`config.mk`:
```
export PLATFORM = sky130hd
export DESIGN_NAME = alu_mul_seq
export DESIGN_NICKNAME = d
export VERILOG_FILES = /design/src/rtl/alu_mul_seq.sv
export SDC_FILE = /design/constraint.sdc
export NUM_CORES = 1
export LEC_CHECK = 0
export ABC_AREA = 1
export BUFFER_PORTS_ARGS = -buffer_cell sky130_fd_sc_hd__buf_4
export CAP_MARGIN = 0
export CORE_MARGIN = 4
export CORE_UTILIZATION = 54
export DETAILED_ROUTE_END_ITERATION = 12
export GPL_TIMING_DRIVEN = 0
export PLACE_DENSITY = 0.81
export SYNTH_ARGS = -nofsm -noshare
export SYNTH_HDL_FRONTEND = slang
export SYNTH_SLANG_ARGS = --single-unit
export TNS_END_PERCENT = 50
```
`constraint.sdc`:
```
create_clock -name clk -period 3.55 [get_ports clk]
set_clock_uncertainty 0.15 [all_clocks]
set_input_delay 0.355 -clock clk [delete_from_list [all_inputs] [get_ports clk]]
set_output_delay 0.355 -clock clk [all_outputs]
set_load 0.01 [all_outputs]
```
`src/rtl/alu_mul_seq.sv`:
```
`default_nettype none
// ============================================================================
// Module   : alu_mul_seq
// Purpose  : 16x16->32 shift-and-add multiply sequencer that time-shares an
//            external combinational ALU (sign-magnitude pre/post in signed mode)
// Revision : 1.0  initial release
// ============================================================================
module alu_mul_seq #(
    parameter logic [2:0] OP_ADD = 3'b100,
    parameter int         WIDTH  = 16
) (
    input  logic                 clk,
    input  logic                 rst,
    input  logic                 start,
    input  logic                 signed_mode,
    input  logic [WIDTH-1:0]     a,
    input  logic [WIDTH-1:0]     b,
    output logic                 busy,
    output logic                 done,
    output logic [2*WIDTH-1:0]   product,
    output logic [WIDTH-1:0]     alu_A,
    output logic [WIDTH-1:0]     alu_B,
    output logic                 alu_Cin,
    output logic [2:0]           alu_Op,
    output logic                 alu_invA,
    output logic                 alu_invB,
    output logic                 alu_sign,
    input  logic [WIDTH-1:0]     alu_Out,
    input  logic                 alu_OFL,
    input  logic                 alu_Zero
);

    typedef enum logic [2:0] {
        S_IDLE   = 3'd0,
        S_ABS_A  = 3'd1,
        S_ABS_B  = 3'd2,
        S_MUL    = 3'd3,
        S_NEG_LO = 3'd4,
        S_NEG_HI = 3'd5,
        S_DONE   = 3'd6
    } state_t;

    state_t               state_q;
    logic [WIDTH-1:0]     m_q, hi_q, lo_q;
    logic [WIDTH-1:0]     m_d, hi_d, lo_d;
    logic [3:0]           cnt_q;
    logic                 neg_q;
    logic                 c_q;
    logic                 busy_q;
    logic                 done_q;
    logic [2*WIDTH-1:0]   product_q;
    logic                 enter_done;
    logic                 unused_zero;

    assign unused_zero = alu_Zero;

    assign busy    = busy_q;
    assign done    = done_q;
    assign product = product_q;

    // ALU operands are decoded from registered state so Out/OFL settle within the cycle.
    always_comb begin
        alu_Op   = OP_ADD;
        alu_sign = 1'b0;
        alu_invB = 1'b0;
        alu_A    = '0;
        alu_B    = '0;
        alu_Cin  = 1'b0;
        alu_invA = 1'b0;
        case (state_q)
            S_ABS_A: begin
                alu_A    = m_q;
                alu_invA = m_q[WIDTH-1];
                alu_Cin  = m_q[WIDTH-1];
            end
            S_ABS_B: begin
                alu_A    = lo_q;
                alu_invA = lo_q[WIDTH-1];
                alu_Cin  = lo_q[WIDTH-1];
            end
            S_MUL: begin
                alu_A = hi_q;
                alu_B = lo_q[0] ? m_q : '0;
            end
            S_NEG_LO: begin
                alu_A    = lo_q;
                alu_invA = 1'b1;
                alu_Cin  = 1'b1;
            end
            S_NEG_HI: begin
                alu_A    = hi_q;
                alu_invA = 1'b1;
                alu_Cin  = c_q;
            end
            default: ;
        endcase
    end

    always_comb begin
        m_d  = m_q;
        hi_d = hi_q;
        lo_d = lo_q;
        case (state_q)
            S_IDLE: begin
                if (start) begin
                    m_d  = a;
                    hi_d = '0;
                    lo_d = b;
                end
            end
            S_ABS_A:  m_d  = alu_Out;
            S_ABS_B:  lo_d = alu_Out;
            // 33-bit {carry, sum, LO} shifted right by one, low bit discarded
            S_MUL:    {hi_d, lo_d} = {alu_OFL, alu_Out, lo_q[WIDTH-1:1]};
            S_NEG_LO: lo_d = alu_Out;
            S_NEG_HI: hi_d = alu_Out;
            default: ;
        endcase
    end

    assign enter_done = ((state_q == S_MUL) && (cnt_q == 4'd15) && !neg_q)
                     || (state_q == S_NEG_HI);

    always_ff @(posedge clk or posedge rst) begin
        if (rst) begin
            state_q   <= S_IDLE;
            m_q       <= '0;
            hi_q      <= '0;
            lo_q      <= '0;
            cnt_q     <= 4'd0;
            neg_q     <= 1'b0;
            c_q       <= 1'b0;
            busy_q    <= 1'b0;
            done_q    <= 1'b0;
            product_q <= '0;
        end else begin
            m_q    <= m_d;
            hi_q   <= hi_d;
            lo_q   <= lo_d;
            done_q <= 1'b0;
            if (enter_done) begin
                busy_q    <= 1'b0;
                done_q    <= 1'b1;
                product_q <= {hi_d, lo_d};
            end
            case (state_q)
                S_IDLE: begin
                    if (start) begin
                        neg_q   <= signed_mode & (a[WIDTH-1] ^ b[WIDTH-1]);
                        cnt_q   <= 4'd0;
                        busy_q  <= 1'b1;
                        state_q <= signed_mode ? S_ABS_A : S_MUL;
                    end
                end
                S_ABS_A: state_q <= S_ABS_B;
                S_ABS_B: state_q <= S_MUL;
                S_MUL: begin
                    cnt_q <= cnt_q + 4'd1;
                    if (cnt_q == 4'd15)
                        state_q <= neg_q ? S_NEG_LO : S_DONE;
                end
                S_NEG_LO: begin
                    c_q     <= alu_OFL;
                    state_q <= S_NEG_HI;
                end
                S_NEG_HI: state_q <= S_DONE;
                S_DONE:   state_q <= S_IDLE;
                default:  state_q <= S_IDLE;
            endcase
        end
    end

endmodule
`default_nettype wire

```
# Word level (Yosys, flattened, before mapping)
# Index checks and enable logic that the tools add are counted.
[totals] register_bits=91 inputBits=54 out_inout_bits=73 wordCells=57
[op_classes] add_sub_neg=1 eq_ne=8 muxes=22 n_bitwise=2 n_reduce_logical=14
[ops] operator="16-bit one-hot mux with 3 select lines" n=3
[ops] operator="16-bit two-way mux" n=5
[ops] operator="16-bit one-hot mux with 2 select lines" n=1
[ops] operator="3-bit one-hot mux with 6 select lines" n=1
[ops] operator="4-bit one-hot mux with 2 select lines" n=1
[ops] operator="2-bit AND reduction" n=4
[ops] operator="3-bit by 2-bit equality test with 1-bit output, second input constant" n=2
[ops] operator="3-bit equality test, second input constant" n=2
[ops] operator="3-bit two-way mux" n=2
[ops] operator="2-bit OR reduction" n=3
[ops] operator="4-bit by 1-bit adder with 4-bit output, second input constant" n=1
[ops] operator="4-bit equality test, second input constant" n=1
[ops] operator="1-bit two-way mux" n=4
[ops] operator="2-bit two-way mux" n=2
[ops] operator="4-bit two-way mux" n=1
[ops] operator="1-bit one-hot mux with 4 select lines" n=1
[ops] operator="2-bit nonzero test" n=2
[ops] operator="3-bit by 1-bit equality test with 1-bit output, second input constant" n=1
[ops] operator="3-bit zero test" n=1
[ops] operator="1-bit one-hot mux with 3 select lines" n=1
[ops] operator="1-bit logical AND" n=2
[ops] operator="2-bit by 1-bit inequality test with 1-bit output, second input constant" n=1
[ops] operator="2-bit inequality test, second input constant" n=1
[ops] operator="1-bit AND" n=1
[ops] operator="3 further kinds" n=3

# Longest topological paths before layout
[depth] depth_word=7 ltp_mapped=11

# Least setup slack after synthesis
# OpenSTA, ideal clock, no wires.
[synth_path] path_kind="register to output" start="register state_q[2]" end="output alu_Cin" arrival_time_ns=1.275 path_slack_ns=1.770 stages_incl_launch_ff=8 n_path_buf=3 cell_sequence="dfrtp_1 -> buf_6 -> buf_2 -> buf_4 -> nand2_1 -> nand2_1 -> inv_1 -> o21ai_0"
[synth_between] elab_chain_len=2 elab_cells_between_ends=5 classes_between="4 x eq/ne; 1 x mux"
[synth_lines] element="start, declared" line="43" text="state_t state_q;"
[synth_lines] element="start signal, assigned" line="152" text="state_q <= signed_mode ? S_ABS_A : S_MUL;"
[synth_lines] element="start signal, assigned" line="160" text="state_q <= neg_q ? S_NEG_LO : S_DONE;"
[synth_lines] element="3-bit equality test, or another cell as far along" line="70" text="case (state_q)"
[synth_lines] element="1-bit one-hot mux with 4 select lines (*)" line="70"
[synth_lines] element="end, declared" line="23" text="output logic alu_Cin,"
# Mark *: on every way between the ends. The rest lies on a longest branch, timed or not.

# Worst setup path in the final report
[layout_path] start="register state_q[2]" end="output alu_A[10]"
[layout_between] elab_chain_len=3 elab_cells_between_ends=8 classes_between="5 x eq/ne; 1 x mux; 2 x reduce/logical"
[layout_lines] element="3-bit by 2-bit equality test with 1-bit output / 3-bit equality test (equally long branches)" line="70"
[layout_lines] element="2-bit OR reduction (no line)"
[layout_lines] element="16-bit one-hot mux with 3 select lines (*)" line="70"
[layout_lines] element="end, declared" line="21" text="output logic [WIDTH-1:0] alu_A,"
# Marks and branches as above.

==> metrics.cfg <==
[global_routing]
use_met3_pct=5.76
met2_usage_pct=47.8
use_met1_pct=44.9
grt_max_degree=52
busiest_layer=met2
grt_overflow=0
grt_pass1_wl_um=27400
grt_pass1_vias=5175
grt_use_total_pct=31.2
antenna_found_initial=0

[die]
die_y_um=106
die_x_um=106
fp-row-count=35
io_pins=127
coreArea_um2=9280
die_area_um2=11200
initial_core_util_pct=55.7

[status]
status=complete, no violations

[timing]
finalSetupViolations=0
slew_headroom_pct=61.9
period_share_pct=73.3
period_minus_slack_ns=2.60
worst_pin_slew_ns=0.572
max_freq_mhz=384
worst_slack_ns=0.948
fin_setup_tns_ns=0
rsz0062_at_grt=no
hold_ws_ns=0.109
finalHoldViolCount=0
slew_violations=0

[clocking]
cts_max_level=3
insertion_delay_ns=0.36
clkTransAtPathRegs_ns=0.10
root_buffer=clkbuf_8
cts_max_path_buffers=2
clock-sinks=91
cts_buffers=9
cts_tree=built
cts_resized=0

[detailed_routing]
dr.pass1.iters=5
routedWlPerCell_um=17.1
wirelength_um=17000
via_per_inst=5.39
drtIter0Drc=409
vias=5368
ant_nets=0
drc=0

[placement]
port_buffers=119
dpl-instance-area_um2=6270
dp_hpwl_um=13100
finalWeightedCongestion=1.02
dp_slack_ns=1.38
dp_cells=978

[critical_path]
cp_data_required_time_ns=3.04
r2r_slack_ns=1.72
end_kind=primary output
arrival_ns=2.10
crit_path_max_fanout=10
reg2regPathDepth=9
crit_type=reg -> out
cp-start-kind=flip-flop

[layout]
antenna_cells=0
final_area_um2=6480
nFillCells=803
drive_gt1_share_pct=25.8
layout_common_cells=nand2_1 (371), buf_4 (132), dfrtp_1 (91), nor2_1 (57), nand3_1 (37)
finish.utilization_pct=69.8
final_nets=916
final_common_cell=nand2_1
areaGrowthSynthToFinish_pct=25.2
layoutNonFillerInstCount=995

[power]
power_mw=6.26
p_int_mw=3.26
swShare_pct=48.0
p_sw_mw=3.00
power_leakage_nw=3.53
pwr-share-comb_pct=57.1
power.share.clock_pct=11.9
power_frac_seq_pct=31.0
vdd_ir_drop_max_v=0.000558
p_per_area_nw_per_um2=967

[synth]
synth-seq-cells=91
syn_inst=726
avgSynthCellArea_um2=7.13
syn-cell-area_um2=5170
synth.distinct_cells=28
synth_seq_area_share_pct=44.0
synth_warnings=0

[worst_hold_path]
hp-class=in -> reg
holdPathStages=3

[run]
cap_viol_max_count=0

-- cell type report --
class	count	area, µm²	area share [%]
multi-input cells	567	2500	38.6
flip-flops and latches	91	2280	35.1
repair buffers	121	931	14.4
plain buffers	42	295	4.56
well taps	129	161	2.49
clock buffers	10	128	1.97
inverters	29	114	1.76
clock inverters	6	71.3	1.10
-- sequential cells by signal, summed over array words and instances, names as in the netlist --
register / flops
state_q: 3
cnt_q: 4
m_q: 16
hi_q: 16
neg_q: 1
c_q: 1
product: 32
busy: 1
done: 1
lo_q: 16
-- cells in the mapped netlist --
master	number	area (µm²)
a21oi_1	3	15.0
a22oi_1	11	82.6
buf_12	1	20.0
buf_2	19	95.1
buf_4	13	97.6
buf_6	6	67.6
clkbuf_1	2	7.51
clkbuf_4	1	7.51
conb_1	2	7.51
dfrtp_1	91	2280
ha_1	1	12.5
inv_1	25	93.8
inv_2	3	11.3
inv_4	1	6.26
nand2_1	371	1390
nand2_2	25	156
nand2_4	3	33.8
nand3_1	37	185
nand3_2	1	10.0
nand4_1	18	113
nor2_1	57	214
nor2_4	1	11.3
nor2_8	2	40.0
o211ai_1	4	30.0
o21ai_0	10	50.1
o21ai_1	5	25.0
o21ai_2	11	96.3
o31ai_1	2	15.0
-- cells by family (layout without fill, tap and decap cells) --
| logic type | count (synthesis) | count (layout) | synth area share [%] |
|---|---|---|---|
| simple gates | 515 | 515 | 41.7 |
| other cells | 2 | 5 | 0.145 |
| flops | 91 | 91 | 44.0 |
| buf+inv | 71 | 208 | 7.86 |
| fa+ha+maj | 1 | 1 | 0.242 |
| compound gates | 46 | 46 | 6.07 |
-- power by group through the flow --
stage / Combinational, mW / Clock [mW] / Sequential, mW
floorplan: 2.19 / 0 / 1.91
global placement: 3.45 / 0 / 1.92
detailed placement: 3.53 / 0 / 1.94
CTS: 3.55 / 0.742 / 1.93
global route: 3.94 / 0.789 / 2.00
finish: 3.58 / 0.742 / 1.94
-- critical path: stages (launching register included) --
cell and delay, ns:
dfrtp_1 0.39, buf_6 0.15, inv_2 0.10, nand3_2 0.17, nand2_4 0.22, buf_2 0.28, nand2_1 0.12, o211ai_1 0.14
buf_4 0.17
-- path summary, 6_finish.rpt --
path,end,start
min in group asynchronous,done,rst
max reg2reg,product[11],cnt_q[0]
max in group asynchronous,lo_q[13],rst
min,c_q,alu_OFL
max,alu_A[10],state_q[2]
min reg2reg,product[4],product[4]
-- routing by layer --
| metal | part of all wire, % | vias to the layer above |
|---|---|---|
| li1 | - | 2543 |
| met1 | 44 | 2526 |
| met2 | 45 | 267 |
| met3 | 8.2 | 32 |
| met4 | 3.0 | 0 |
| met5 | 0 | - |
-- timing repair --
| item | in CTS | in global routing |
|---|---|---|
| hold buffers | 1 | 0 |
| buffers inserted | 0 | 0 |
| endpoints found under the hold margin | 40 | 0 |
Note: power is estimated with default switching activity, not from simulation.
